===== src/rtl/call_request_queue_pkg.sv =====
// Shared definitions for the hall-call request queue: widths, car-status field
// positions, FSM encoding and a helper that decodes a car status word.
package call_request_queue_pkg;

    localparam int unsigned FLOOR_W    = 4;
    localparam int unsigned NUM_FLOORS = 16;
    localparam int unsigned STATUS_W   = 6;

    // Car status word layout
    localparam int unsigned FLOOR_MSB  = 5;
    localparam int unsigned FLOOR_LSB  = 2;
    localparam int unsigned DIR_BIT    = 1;
    localparam int unsigned MOVE_BIT   = 0;

    typedef enum logic [1:0] {
        IDLE  = 2'd0,
        ISSUE = 2'd1,
        GAP   = 2'd2
    } state_t;

    // One-hot mask of the floor a stopped car is standing at; empty while the car moves.
    function automatic logic [NUM_FLOORS-1:0] servedMask(input logic [STATUS_W-1:0] status);
        logic [NUM_FLOORS-1:0] mask;
        mask = '0;
        if (!status[MOVE_BIT]) begin
            mask[status[FLOOR_MSB:FLOOR_LSB]] = 1'b1;
        end
        return mask;
    endfunction

endpackage


===== src/rtl/call_request_queue_rr_find.sv =====
// Combinational round-robin finder: first set bit of reqVec at or after ptr,
// wrapping from the top floor back to floor 0.
module rr_find
    import call_request_queue_pkg::*;
(
    input  logic [NUM_FLOORS-1:0] reqVec,
    input  logic [FLOOR_W-1:0]    ptr,
    output logic [FLOOR_W-1:0]    idx,
    output logic                  found
);

    logic [FLOOR_W-1:0] cand;

    // Scan floors in rotated order starting at ptr; 4-bit addition gives the wrap.
    always_comb begin
        idx   = '0;
        found = 1'b0;
        cand  = '0;
        for (int i = 0; i < int'(NUM_FLOORS); i++) begin
            cand = ptr + FLOOR_W'(i);
            if (!found && reqVec[cand]) begin
                idx   = cand;
                found = 1'b1;
            end
        end
    end

endmodule


===== src/rtl/call_request_queue.sv =====
// Hall-call request queue: latches button presses into a pending bitmap,
// offers pending floors one at a time (round-robin) to the control unit and
// retires a floor once a stopped car stands at it.
module call_request_queue
    import call_request_queue_pkg::*;
#(
    parameter int unsigned GAP_CYCLES = 4
)
(
    input  logic                  clk,
    input  logic                  rst,
    input  logic [NUM_FLOORS-1:0] btn,
    input  logic [STATUS_W-1:0]   stateFloorA,
    input  logic [STATUS_W-1:0]   stateFloorB,
    input  logic [STATUS_W-1:0]   stateFloorC,
    output logic [FLOOR_W-1:0]    obj,
    output logic                  objValid,
    output logic [NUM_FLOORS-1:0] pending
);

    state_t                state;
    logic [NUM_FLOORS-1:0] btnQ;
    logic [NUM_FLOORS-1:0] dispatched;
    logic [FLOOR_W-1:0]    ptr;
    logic [FLOOR_W-1:0]    gapCnt;

    logic [NUM_FLOORS-1:0] served;
    logic [NUM_FLOORS-1:0] press;
    logic [NUM_FLOORS-1:0] eligible;
    logic [NUM_FLOORS-1:0] dispSet;
    logic [FLOOR_W-1:0]    selIdx;
    logic                  selFound;

    rr_find uRrFind (
        .reqVec (eligible),
        .ptr    (ptr),
        .idx    (selIdx),
        .found  (selFound)
    );

    // Served floors, new presses, offerable floors and the floor being dispatched now.
    always_comb begin
        served   = servedMask(stateFloorA) | servedMask(stateFloorB) | servedMask(stateFloorC);
        press    = btn & ~btnQ;
        eligible = pending & ~dispatched;
        dispSet  = '0;
        if (state == IDLE && selFound) begin
            dispSet = NUM_FLOORS'(1) << selIdx;
        end
    end

    // Bitmaps, edge detector and dispatch FSM; a serve clears a floor even if set this cycle.
    always_ff @(posedge clk) begin
        if (rst) begin
            btnQ       <= btn;
            pending    <= '0;
            dispatched <= '0;
            obj        <= '0;
            objValid   <= 1'b0;
            ptr        <= '0;
            gapCnt     <= '0;
            state      <= IDLE;
        end else begin
            btnQ       <= btn;
            pending    <= (pending | (press & ~served)) & ~served;
            dispatched <= (dispatched | dispSet) & ~served;
            objValid   <= 1'b0;
            case (state)
                IDLE: begin
                    if (selFound) begin
                        obj      <= selIdx;
                        objValid <= 1'b1;
                        ptr      <= selIdx + FLOOR_W'(1);
                        gapCnt   <= FLOOR_W'(GAP_CYCLES - 1);
                        state    <= ISSUE;
                    end
                end
                ISSUE: begin
                    state <= GAP;
                end
                GAP: begin
                    if (gapCnt == '0) begin
                        state <= IDLE;
                    end else begin
                        gapCnt <= gapCnt - FLOOR_W'(1);
                    end
                end
                default: begin
                    state <= IDLE;
                end
            endcase
        end
    end

endmodule

===== config.mk =====
export PLATFORM = sky130hd
export DESIGN_NAME = call_request_queue
export DESIGN_NICKNAME = d
export VERILOG_FILES = /design/src/rtl/call_request_queue_pkg.sv /design/src/rtl/call_request_queue_rr_find.sv /design/src/rtl/call_request_queue.sv
export SDC_FILE = /design/constraint.sdc
export NUM_CORES = 1
export LEC_CHECK = 0
export ABC_AREA = 1
export CORE_ASPECT_RATIO = 0.8
export CORE_MARGIN = 1.5
export CORE_UTILIZATION = 51
export DETAILED_ROUTE_END_ITERATION = 16
export MAX_ROUTING_LAYER = met4
export PLACE_DENSITY_LB_ADDON = 0.3
export REMOVE_ABC_BUFFERS = 1
export SLEW_MARGIN = 20
export SYNTH_ARGS = -nofsm -noshare
export SYNTH_HDL_FRONTEND = slang
export SYNTH_SLANG_ARGS = --single-unit

===== constraint.sdc =====
create_clock -name clk -period 3.8 [get_ports clk]
set_input_delay 0.95 -clock clk [delete_from_list [all_inputs] [get_ports clk]]
set_output_delay 0.95 -clock clk [all_outputs]
set_load 0.01 [all_outputs]

==> results.cfg, run 1 <==
[outcome]
status = finished with violations
violations = negative setup slack

[placed_design]
dp_hpwl_um = 11200
dp.cells = 892
io_buffers = 53
gp_congestion = 0.955

[sta]
timing.fmax_ghz = 0.258
fin_ws_ns = -0.0737
slew-limit-headroom_pct = 56.9
fin_crit_ns = 3.87
rsz0062_at_grt = true
tns_ns = -0.125
finalCritPeriodShare_pct = 102
final_hold_viol_count = 0
holdWs_ns = 0.490
skew_ns = 0.0103
maxSlewViolCount = 0
tightest_slew_ns = 0.641
setup_viol = 7

[finish]
layout_common_cells = 148 x nand2_1, 109 x nand3_1, 90 x inv_1
final_cells = 917
area_delta_synth_final_pct = 31.1
drive_above_1_share_pct = 21.7
utilization_pct = 69.7
nets = 850
seq_area_um2 = 1270
n_fill_cell = 720
final_common_cell = nand2_1
n_antenna_cell = 0
multiInputGateArea_um2 = 3000

[power]
powerDensity_nw_per_um2 = 952
p_total_mw = 5.68
switching_share_pct = 53.2
p_comb_share_pct = 75.1
power_frac_clock_pct = 10.0
p_sw_mw = 3.02
power_leakage_nw = 2.68
power_frac_seq_pct = 14.8
ir_worst_vdd_uv = 966
p_int_mw = 2.66

[worst_setup_path]
critPathKind = register to register
crit_required_ns = 4.07
crit_buf_inv = 3
cpPeakStageDelay_ns = 0.56
slowest_stage = dfxtp_1
cp_top_family = simple AND/OR/NAND/NOR gates
start_kind = register
cp.arrival_ns = 4.14
crit_chain = buf_4, xor2_1, inv_1, nand2_1, and2_2, nand4_4, nor2_4, nand2_2, nor3_4, nand2_2, nor2_4, nand2_2, nor2_4, nand2_2, nand4_1, nand2_2, inv_4, ha_4, ha_2, nand3_2, a21oi_2
crit_fanout = 4
reg2reg_slack_ns = -0.07
end_kind = register
cpMostUsedCell = nand2_2

[die]
dieHeight_um = 87.5
die_area_um2 = 9510
fp.dieW_um = 109
row_count = 30
io_pins = 57
coreArea_um2 = 8560
start_util_pct = 53.2

[clock_network]
clk_pin_slew_ns = 0.07
cts_sinks = 63
numCtsBuffers = 9
worstSkewPairLatency_ns = 0.34
htree_levels = 3
hold_buffers = 0
cts-root-buf = clkbuf_8
clock_path_buffers = 2
cts_tree = yes

[route]
vias = 5130
vias_per_cell = 5.59
drt_drc_violations_left = 0
finalWirelength_um = 14600
wl_per_cell_um = 15.9
first_pass_iters = 5
antenna_left = 0
drtIter0Drc = 391

[grt]
grt_first_pass_wirelength_um = 22100
grt-ovfl-total = 0
grt_pass1_vias = 4689
antenna_found_initial = 0
track_usage_pct = 31.3
grt_start_max_net_pins = 21

[synth]
synth_cells = 702
ys_types = 47
synth.avg_cell_area_um2 = 6.49
yosysWarnings = 0
ys.flop_type = dfxtp_1
synth-seq-cells = 63
yosysSeqAreaShare_pct = 27.7
syn_area_um2 = 4550
synthArstFlopShare_pct = 0
synth_edf_count = 0

[worst_hold_path]
min_path_type = register to register

[flow_run]
drv_cap = 0
==> per-stage QoR <==
| stage | area (µm²) | worst slack, ns |
|---|---|---|
| 3_5_place_dp | 5410 | -0.0569 |
| 5_1_grt | 5970 | -0.262 |
| 4_1_cts | 5620 | 0.0188 |
| 3_3_place_gp | 5410 | 0.0355 |
| 2_1_floorplan | 4430 | -0.294 |
| 6_report | 5970 | -0.0737 |
==> kinds of logic after synthesis <==
family	synth area share, %
AND/OR/NAND/NOR	43.5
buffers and inverters	12.1
AO/OA/AOI/OAI	11.2
adder cells (fa/ha/maj)	3.85
XOR/XNOR	1.65
flip-flops	27.7
==> power groups by stage <==
stage / Clock [mW] / Sequential (mW) / Combinational, mW
after global routing: 0.614 / 0.854 / 4.63
after floorplan: 0 / 0.871 / 2.39
after CTS: 0.573 / 0.830 / 3.62
after global placement: 0 / 0.837 / 3.48
final: 0.569 / 0.843 / 4.27
after detailed placement: 0 / 0.844 / 3.56
==> cells in the mapped netlist, types with 2 or more instances <==
master    instances  area, µm²
a21oi_1          46        230
a21oi_2           3       26.3
a22oi_1           9       67.6
and2_1            2       12.5
and2_2            2       15.0
buf_1             2       7.51
buf_2             3       15.0
buf_4             3       22.5
buf_6             6       67.6
clkinv_1          3       11.3
dfxtp_1          63       1260
ha_1             14        175
inv_1           100        375
inv_2             6       22.5
nand2_1         153        574
nand2_2          11       68.8
nand2_4           4       45.0
nand3_1         120        601
nand3_2           7       70.1
nand4_1          19        119
nor2_1           48        180
nor2_2           10       62.6
nor2_4            4       45.0
nor3_1           16       80.1
o211ai_1          3       22.5
o21ai_0          16       80.1
o21ai_1           3       15.0
o21ai_2           2       17.5
o22ai_1           3       18.8
xor2_1            3       26.3
xor2_2            2       32.5
==> cell type report <==
cell class	count	area share [%]
clock buffer	10	2.31
sequential	63	21.3
clock inverter	6	1.01
multi-input combinational	512	50.3
tap	112	2.35
timing repair buffer	103	15.4
inverter	111	7.32
==> final timing paths <==
path | to | cells after the start | from
max reg2reg | dispatched[7] | 21 | ptr[3]
min | dispatched[5] | 2 | dispatched[5]
min reg2reg | dispatched[5] | 2 | dispatched[5]
max | dispatched[7] | 21 | ptr[3]
==> what timing repair did <==
item / CTS / global route
gates cloned: 0 / 0
pin swaps: 1 / 26
resized for setup: 3 / 72
endpoints found under the setup margin: 9 / 22
setup buffers: 1 / 8
endpoints found under the hold margin: 0 / 0
==> layer usage <==
metal | track usage (%) | routed length (µm) | vias up
met2 | 46.9 | 6410 | 226
met4 | 8.37 | 221 | 0
li1 | - | - | 2505
met1 | 41.9 | 6680 | 2374
met5 | - | 0 | -
met3 | 7.55 | 1240 | 25
==> flip-flops by register name, summed over array words and instances (netlist names) <==
name and cells:
btnQ 16, dispatched 16, pending 16, gapCnt 4
obj 4, ptr 4, state 2, objValid 1
==> worst reg2reg max path: stages (launching register included) <==
cell and delay, ns:
dfxtp_1 0.56, buf_4 0.21, xor2_1 0.39, inv_1 0.11, nand2_1 0.10, and2_2 0.21
nand4_4 0.13, nor2_4 0.14, nand2_2 0.08, nor3_4 0.27, nand2_2 0.10, nor2_4 0.15
nand2_2 0.08, nor2_4 0.12, nand2_2 0.09, nand4_1 0.14, nand2_2 0.14, inv_4 0.12
ha_4 0.14, ha_2 0.19, nand3_2 0.15, a21oi_2 0.18
Note: power is estimated with default switching activity, not from simulation.
==> inputs of run 2 (changes only) <==
--- a/config.mk
+++ b/config.mk
@@ -11,7 +11,7 @@
 export CORE_UTILIZATION = 51
 export DETAILED_ROUTE_END_ITERATION = 16
 export MAX_ROUTING_LAYER = met4
-export PLACE_DENSITY_LB_ADDON = 0.3
+export PLACE_DENSITY_LB_ADDON = 0.15
 export REMOVE_ABC_BUFFERS = 1
 export SLEW_MARGIN = 20
 export SYNTH_ARGS = -nofsm -noshare
==> results.cfg, run 2 (synthesized netlist as in run 1, its figures left out) <==
[outcome]
status = complete, no violations

[sta]
tightest_slew_ns = 0.673
final_hold_viol_count = 0
maxSlewViolCount = 0
fin_ws_ns = 0.0602
slew-limit-headroom_pct = 54.8
setup_viol = 0
rsz0062_at_grt = true
skew_ns = 0.0127
fin_crit_ns = 3.74
finalCritPeriodShare_pct = 98.4
timing.fmax_ghz = 0.267

[power]
p_total_mw = 6.23
p_int_mw = 2.99
powerDensity_nw_per_um2 = 1010
switching_share_pct = 52.0
power_frac_clock_pct = 10.5
p_sw_mw = 3.24
power_leakage_nw = 2.76
p_comb_share_pct = 76.1
power_frac_seq_pct = 13.4
ir_worst_vdd_uv = 1060

[clock_network]
clock_path_buffers = 2
worstSkewPairLatency_ns = 0.35
cts_tree = yes
hold_buffers = 0
htree_levels = 3
cts_sinks = 63
cts-root-buf = clkbuf_8
numCtsBuffers = 9
clk_pin_slew_ns = 0.07

[placed_design]
dp_hpwl_um = 11000
dpl_cell_area_um2 = 5330
io_buffers = 53
post-place-ws_ns = 0.00513
gp_congestion = 0.982

[worst_setup_path]
cpMostUsedCell = nand2_1
crit_required_ns = 4.08
start_kind = register
critPathKind = register to register
cp.arrival_ns = 4.02
end_kind = register
crit_fanout = 9
worst_r2r_path_depth = 28
crit_start = ptr[0]
reg2reg_slack_ns = 0.06
reg2reg_from = ptr[0]
cpPeakStageDelay_ns = 0.37
slowest_stage = dfxtp_2
rr_endpoint = dispatched[4]

[finish]
layout_common_cells = 144 x nand2_1, 100 x nand3_1, 89 x inv_1
area_delta_synth_final_pct = 35.0
n_antenna_cell = 0
final_common_cell = nand2_1
top_regs = btnQ: 16 flops, dispatched: 16 flops, pending: 16 flops
multiInputGateArea_um2 = 3090
seq_area_um2 = 1260
utilization_pct = 71.8
final_area_um2 = 6140
nets = 856
n_fill_cell = 727
drive_above_1_share_pct = 24.5

[route]
vias_per_cell = 5.63
first_pass_iters = 5
antenna_left = 0
drt_drc_violations_left = 0
finalWirelength_um = 15100
vias = 5197
wl_per_cell_um = 16.4
drtIter0Drc = 530

[die]
die_area_um2 = 9510
row_count = 30
start_util_pct = 53.2
fp.dieW_um = 109
dieHeight_um = 87.5
coreArea_um2 = 8560
io_pins = 57

[worst_hold_path]
hp-start = dispatched[13]
hold_depth = 2
hold_end = dispatched[13]
min_path_type = register to register

[grt]
grt-ovfl-total = 0
track_usage_pct = 31.5
antenna_found_initial = 0
grt_start_max_net_pins = 23
grt_first_pass_wirelength_um = 22200
grt_pass1_vias = 4642

[flow_run]
drv_cap = 0
[run 2: worst max path at each step]
stage	end	slack, ns
2_1_floorplan	ptr[2]	-0.29
3_3_place_gp	dispatched[5]	0.09
3_5_place_dp	dispatched[7]	0.005
4_1_cts	dispatched[5]	0.009
5_1_grt	dispatched[4]	-0.12
6_report	dispatched[4]	0.06
[run 2: power groups by stage]
stage | registers (mW) | clock network (mW) | logic [mW]
floorplan | 0.871 | 0 | 2.39
global placement | 0.835 | 0 | 3.43
detailed placement | 0.838 | 0 | 3.49
CTS | 0.826 | 0.667 | 3.54
global route | 0.843 | 0.694 | 5.10
finish | 0.834 | 0.657 | 4.74
[run 2: routing by layer]
layer,up-vias,wire [µm],track usage [%]
met4,0,258,7.66
met5,-,0,-
li1,2519,-,-
met3,31,1360,6.21
met1,2374,6600,41.8
met2,273,6890,49.4
[run 2: repair_timing]
item	in CTS	in global routing
gates resized for setup	1	99
cloned	0	1
pin swaps	0	46
setup endpoints to repair	4	18
setup buffers	2	24
[run 2: final cells by class]
type	instances	share of cell area [%]
Multi-Input combinational cell	512	50.2
Sequential cell	63	20.6
Timing Repair Buffer	108	16.0
Inverter	111	7.17
Clock buffer	11	2.30
Tap cell	112	2.28
Clock inverter	5	1.32
Timing Repair inverter	1	0.122
[run 2: worst max-delay path, delay by kind of cell, from the launching register on]
| family | cells | cell delay [ns] |
|---|---|---|
| adder cells (fa/ha/maj) | 1 | 0.31 |
| flip-flops | 1 | 0.37 |
| buffers and inverters | 4 | 0.46 |
| AND/OR/NAND/NOR | 22 | 2.36 |
| AO/OA/AOI/OAI | 1 | 0.17 |
[run 2: through the flow]
stage	std cells	setup TNS, ns	hold slack, ns
after floorplan	686	-5.26	0.452
after global placement	881	0	0.465
after detailed placement	881	0	0.474
after CTS	899	0	0.487
after global routing	923	-1.49	0.518
final	923	0	0.488
==> RTL edit 1: new RTL, flow settings as in run 2 <==
The package constant `FLOOR_LSB` goes from 2 to 4.
--- a/src/rtl/call_request_queue_pkg.sv
+++ b/src/rtl/call_request_queue_pkg.sv
@@ -9,5 +9,5 @@
     // Car status word layout
     localparam int unsigned FLOOR_MSB  = 5;
-    localparam int unsigned FLOOR_LSB  = 2;
+    localparam int unsigned FLOOR_LSB  = 4;
     localparam int unsigned DIR_BIT    = 1;
     localparam int unsigned MOVE_BIT   = 0;
Behaviour: not the same (a bounded check fails within 4 cycles, from zero or initial values and one cycle with rst high).
==> RTL edit 1 against run 2 <==
- maximum frequency up 7.0%
- critical path depth decreased by 4
- sequential cell count did not move
- die area fell by 6.2%
- utilization decreased by 5.5 points
- area after synthesis fell by 6.4%
- routed wire length decreased by 17%
- worst setup slack gained 0.24 ns
- cell area down 14%
- non-clock buffer count down 34
- worst hold slack worse by 0.0051 ns
- total power fell by 14%
- critical endpoint is now dispatched[10]
- largest power group unchanged
==> RTL edit 1: results (changes against run 2) <==
RUN STATUS
--------------------------------------------------------------------------------------
Status ..................................................................    completed   unchanged

PLACED DESIGN
--------------------------------------------------------------------------------------
Detail Placement HPWL ...................................................      9680 µm   was 11000 µm
Setup Slack @ Placement .................................................     0.152 ns   was 0.00513 ns
Weighted congestion reported at the end of routability-driven placement .         1.01   was 0.982

POWER
--------------------------------------------------------------------------------------
Static Leakage ..........................................................      2.45 nW   was 2.76 nW
Portion of total power attributed to the clock network ..................        11.9%   was 10.5%
Worst voltage drop across the vdd grid ..................................       613 µV   was 1060 µV
Sequential cell power ...................................................     0.851 mW   was 0.834 mW
Part of the total power dissipated in sequential elements ...............        15.8%   was 13.4%

GLOBAL ROUTE
--------------------------------------------------------------------------------------
Via count of the first global-routing pass ..............................         4297   was 4642
Largest net degree at the start of global routing .......................           21   was 23
Wire length of the first global-routing pass ............................     20700 µm   was 22200 µm
Global routing usage summed across all routing layers ...................        30.2%   was 31.5%

HOLD PATH
--------------------------------------------------------------------------------------
Worst min-delay path class ..............................................      reg2reg   unchanged
Worst min-delay path endpoint ...........................................       obj[2]   was dispatched[13]
Beginning of the worst hold path ........................................       obj[2]   was dispatched[13]

SYNTH
--------------------------------------------------------------------------------------
Number of library cell types mapped by synthesis ........................           44   was 47
List of most frequent post-synthesis cells .............................. nand3_1 (142), nand2_1 (118), inv_1 (89), dfxtp_1 (63), nor2_1 (59)   was nand2_1 (153), nand3_1 (120), inv_1 (100), dfxtp_1 (63), nor2_1 (48)
Biggest area contributors in the synthesized netlist .................... dfxtp_1 (30%), nand3_1 (17%), nand2_1 (10%)   was dfxtp_1 (28%), nand3_1 (13%), nand2_1 (13%)
Sequential fraction of the synthesis area ...............................        29.6%   was 27.7%
Async S/R FF share, synth ...............................................           0%   unchanged

CELLS AND AREA
--------------------------------------------------------------------------------------
Count of fill cells added during filler insertion .......................          726   was 727
Share of final-layout standard cells stronger than drive strength 1 .....        16.1%   was 24.5%

CRITICAL PATH
--------------------------------------------------------------------------------------
R2r endpoint ............................................................ dispatched[10]   was dispatched[4]
Slack of the worst reg-to-reg path ......................................      0.31 ns   was 0.06 ns
FF-to-FF path depth .....................................................           24   was 28
Maximum fanout encountered on the critical timing path ..................           20   was 9
Worst Path Arrival ......................................................      3.77 ns   was 4.02 ns

STA
--------------------------------------------------------------------------------------
Least-Margin Pin Slew ...................................................     0.696 ns   was 0.673 ns
Final clock skew ........................................................    0.0124 ns   was 0.0127 ns

DETAILED ROUTING
--------------------------------------------------------------------------------------
Vias per inst ...........................................................         5.49   was 5.63
Count of routing violations after the opening detailed-route iteration ..          381   was 530
Final routed wire length divided by cell count ..........................      15.3 µm   was 16.4 µm

## RTL edit 1: changes by cell type after synthesis, moves of 5 or more
cell            run 2  this run
nand3_1           120       142
nand2_1           153       118
a21oi_1            46        37
inv_1             100        89
nor3_1             16         2
nor2_2             10         5
nor2_1             48        59
o21ai_0            16         6
a22oi_1             9         0
nand4_1            19         8
## RTL edit 1: what timing repair did
| item | in CTS | in global routing |
|---|---|---|
| hold buffers | 0 | 0 |
| endpoints found under the setup margin | 0 | 23 |
| gates resized for setup | 0 | 27 |
| buffers inserted | 0 | 6 |
## RTL edit 1: kinds of logic (layout without fill, tap and decap cells)
| group | after synthesis | count (layout) | synth area share, % |
|---|---|---|---|
| buffers and inverters | 114 | 190 | 11.0 |
| DFF | 63 | 63 | 29.6 |
| xor gates and xnor gates | 7 | 7 | 2.50 |
| and+or+nand+nor | 368 | 368 | 43.3 |
| AOI/OAI and AO/OA | 70 | 70 | 10.1 |
| adders and majority gates | 12 | 12 | 3.52 |
## RTL edit 1: how the worst max path moves through the flow
stage / depth (start not counted) / end / slack (ns)
6_report: 24 / dispatched[10] / 0.31
5_1_grt: 26 / dispatched[9] / -0.01
4_1_cts: 23 / dispatched[14] / 0.12
3_5_place_dp: 24 / dispatched[14] / 0.15
3_3_place_gp: 24 / dispatched[14] / 0.21
2_1_floorplan: 19 / gapCnt[2] / -0.59
## RTL edit 1: per-stage QoR
step           cells  hold WS (ns)  area (µm²)
2_1_floorplan    620         0.449        4170
3_3_place_gp     796         0.466        4940
3_5_place_dp     796         0.466        4940
4_1_cts          812         0.486        5150
5_1_grt          818         0.498        5320
6_report         818         0.483        5320
## RTL edit 1: per-layer routing
metal	up-vias	GRT usage (%)	wire length [µm]
li1	2219	-	-
met1	2062	40.7	5850
met2	181	46.5	5490
met3	26	5.12	950
met4	0	8.97	195
met5	-	-	0
## RTL edit 1: area by class of cell
| type | instances | area [µm²] | share of cell area [%] |
|---|---|---|---|
| repair buffers | 74 | 702 | 13.2 |
| flip-flops and latches | 63 | 1260 | 23.8 |
| multi-input cells | 457 | 2620 | 49.3 |
| clock buffers | 10 | 128 | 2.40 |
| well taps | 108 | 135 | 2.54 |
| clock inverters | 6 | 85.1 | 1.60 |
| inverters | 100 | 382 | 7.18 |
## RTL edit 1: critical path, stage by stage (launching register included)
cell and delay (ns):
dfxtp_1 0.36, inv_2 0.07, buf_4 0.21, nand3_1 0.12
nand3_1 0.13, nand3_1 0.13, nand3_1 0.19, nand2_4 0.17
nand3_4 0.12, nor2_8 0.13, nand4_4 0.11, nor2_4 0.19
nand4_4 0.16, nor2_8 0.20, nand4_1 0.16, nor2_1 0.17
nor2_2 0.05, nand2_2 0.09, nand2_2 0.09, inv_1 0.07
ha_1 0.13, inv_1 0.06, nor2_2 0.13, nand2_1 0.09
a21oi_1 0.13
==> RTL edit 2: new RTL, flow settings as in run 2 <==
Made on the original files. The 3 states of `state_t` get a one-hot encoding in 3 bits.
--- a/src/rtl/call_request_queue_pkg.sv
+++ b/src/rtl/call_request_queue_pkg.sv
@@ -13,8 +13,8 @@
     localparam int unsigned MOVE_BIT   = 0;
 
-    typedef enum logic [1:0] {
-        IDLE  = 2'd0,
-        ISSUE = 2'd1,
-        GAP   = 2'd2
+    typedef enum logic [2:0] {
+        IDLE  = 3'b001,
+        ISSUE = 3'b010,
+        GAP   = 3'b100
     } state_t;
 
Check against the original RTL: no difference found for any inputs over 10 cycles, from zero or initial values and one cycle with rst high; not proved beyond that.
==> RTL edit 2 against run 2 <==
- sequential share of layout area increased by 1.2 points
- sequential cell count increased by 1
- combinational power decreased by 20%
- total power decreased by 15%
- area after synthesis about the same
- synthesized cell count increased by 2.3%
- routed wire length increased by 1.9%
- worst setup slack improved by 0.057 ns
- non-clock buffer count decreased by 9
- clock skew decreased by 0.0040 ns
- cell area decreased by 4.1%
- critical endpoint is now ptr[2]
- largest cell class unchanged
- largest power group unchanged
==> RTL edit 2: results (changes against run 2) <==
RUN STATUS
-------------------------------------------------------------------------------------
Status .................................................................    completed   unchanged

SYNTH
-------------------------------------------------------------------------------------
Synth Register Bits ....................................................           64   was 63
Cells after synthesis ..................................................          718   was 702
Number of library cell types mapped by synthesis .......................           42   was 47
Sequential fraction of the synthesis area ..............................        28.2%   was 27.7%
List of most frequent post-synthesis cells ............................. nand3_1 (165), nand2_1 (140), inv_1 (99), nor2_1 (69), dfxtp_1 (64)   was nand2_1 (153), nand3_1 (120), inv_1 (100), dfxtp_1 (63), nor2_1 (48)
Biggest area contributors in the synthesized netlist ................... dfxtp_1 (28%), nand3_1 (18%), nand2_1 (12%)   was dfxtp_1 (28%), nand3_1 (13%), nand2_1 (13%)

CELLS AND AREA
-------------------------------------------------------------------------------------
Number of ordinary and repair buffers in the finished layout ...........           99   was 108
Count of fill cells added during filler insertion ......................          739   was 727
Clock network share of area ............................................        3.91%   was 3.62%
Share of final-layout standard cells stronger than drive strength 1 ....        16.1%   was 24.5%
Sequential cell area ...................................................     1280 µm²   was 1260 µm²
Post-layout instance count excluding filler cells ......................          934   was 923
Multi-input logic portion of the cell area .............................        49.6%   was 50.2%
Area of all placed cells without fillers ...............................     5890 µm²   was 6140 µm²
Multi-input gates ......................................................          529   was 512
Portion of the layout cell area used by non-clock buffers ..............        14.9%   was 16.0%

GLOBAL ROUTE
-------------------------------------------------------------------------------------
Global routing usage summed across all routing layers ..................        33.9%   was 31.5%
Via count of the first global-routing pass .............................         4858   was 4642
Wire length of the first global-routing pass ...........................     23600 µm   was 22200 µm
Largest net degree at the start of global routing ......................           20   was 23

PLACED DESIGN
-------------------------------------------------------------------------------------
Instance area at placement .............................................     5430 µm²   was 5330 µm²
Setup Slack @ Placement ................................................   -0.0723 ns   was 0.00513 ns

POWER
-------------------------------------------------------------------------------------
Static Leakage .........................................................      2.68 nW   was 2.76 nW
Worst voltage drop across the vdd grid .................................       911 µV   was 1060 µV

STA
-------------------------------------------------------------------------------------
Clock period minus worst slack .........................................      3.68 ns   was 3.74 ns
Final clock skew .......................................................   0.00869 ns   was 0.0127 ns
Normalized max-slew margin .............................................        47.7%   was 54.8%
Worst hold slack after final layout ....................................     0.476 ns   was 0.488 ns

DETAILED ROUTING
-------------------------------------------------------------------------------------
Overall via count from detail_route ....................................         5380   was 5197
Final routed wire length divided by cell count .........................      16.5 µm   was 16.4 µm
Count of routing violations after the opening detailed-route iteration .          540   was 530

CRITICAL PATH
-------------------------------------------------------------------------------------
Slack of the worst reg-to-reg path .....................................      0.12 ns   was 0.06 ns
R2r endpoint ...........................................................       ptr[2]   was dispatched[4]
FF-to-FF path depth ....................................................           23   was 28
Maximum fanout encountered on the critical timing path .................            8   was 9
Worst Path Arrival .....................................................      3.93 ns   was 4.02 ns

HOLD PATH
-------------------------------------------------------------------------------------
Worst min-delay path endpoint ..........................................       obj[2]   was dispatched[13]

DIE
-------------------------------------------------------------------------------------
Overall die area .......................................................     9500 µm²   was 9510 µm²

## RTL edit 2: per-layer routing
| layer | wire length, µm | share of wire [%] | track usage (%) |
|---|---|---|---|
| met4 | 246 | 1.6 | 9.21 |
| met1 | 6960 | 45 | 45.8 |
| met2 | 6480 | 42 | 49.9 |
| met3 | 1710 | 11 | 8.68 |
| met5 | 0 | 0 | - |
## RTL edit 2: worst max path at each step
stage	to	slack, ns
2_1_floorplan	ptr[2]	-0.23
3_3_place_gp	dispatched[8]	0.05
3_5_place_dp	dispatched[9]	-0.07
4_1_cts	dispatched[9]	0.00003
5_1_grt	dispatched[0]	-0.03
6_report	ptr[2]	0.12
## RTL edit 2: critical path, cell delays in order, from the launching register on
cell and delay [ns]:
dfxtp_2 0.35, inv_1 0.08, buf_4 0.18, buf_4 0.17, ha_1 0.21, nand2_2 0.11
nor2_1 0.06, a21oi_2 0.13, nand3_1 0.12, nand2_2 0.13, inv_2 0.08, nor2_8 0.12
nand4_4 0.12, nor2_8 0.17, nand4_4 0.10, nor2_4 0.23, nand4_4 0.13, nor2_4 0.15
nor2_1 0.10, a21boi_4 0.26, ha_4 0.18, ha_1 0.23, nand2_1 0.09, o21ai_1 0.06
## RTL edit 2: report_power, final
group	total (mW)	internal, mW	switching [mW]
Sequential	0.856	0.795	0.0611
Combinational	3.79	1.31	2.48
Clock	0.663	0.389	0.274
Total	5.31	2.49	2.81
## RTL edit 2: repair_timing
item | in CTS | in global routing
gates resized for setup | 2 | 40
cloned | 0 | 2
endpoints found under the setup margin | 8 | 19
buffers inserted | 2 | 7
pin swaps | 0 | 10
## RTL edit 2: cells by family after synthesis
logic type | share of synthesized area [%]
compound gates | 9.79
xor+xnor | 1.90
fa+ha+maj | 3.85
buf+inv | 10.9
flops | 28.2
simple gates | 45.4
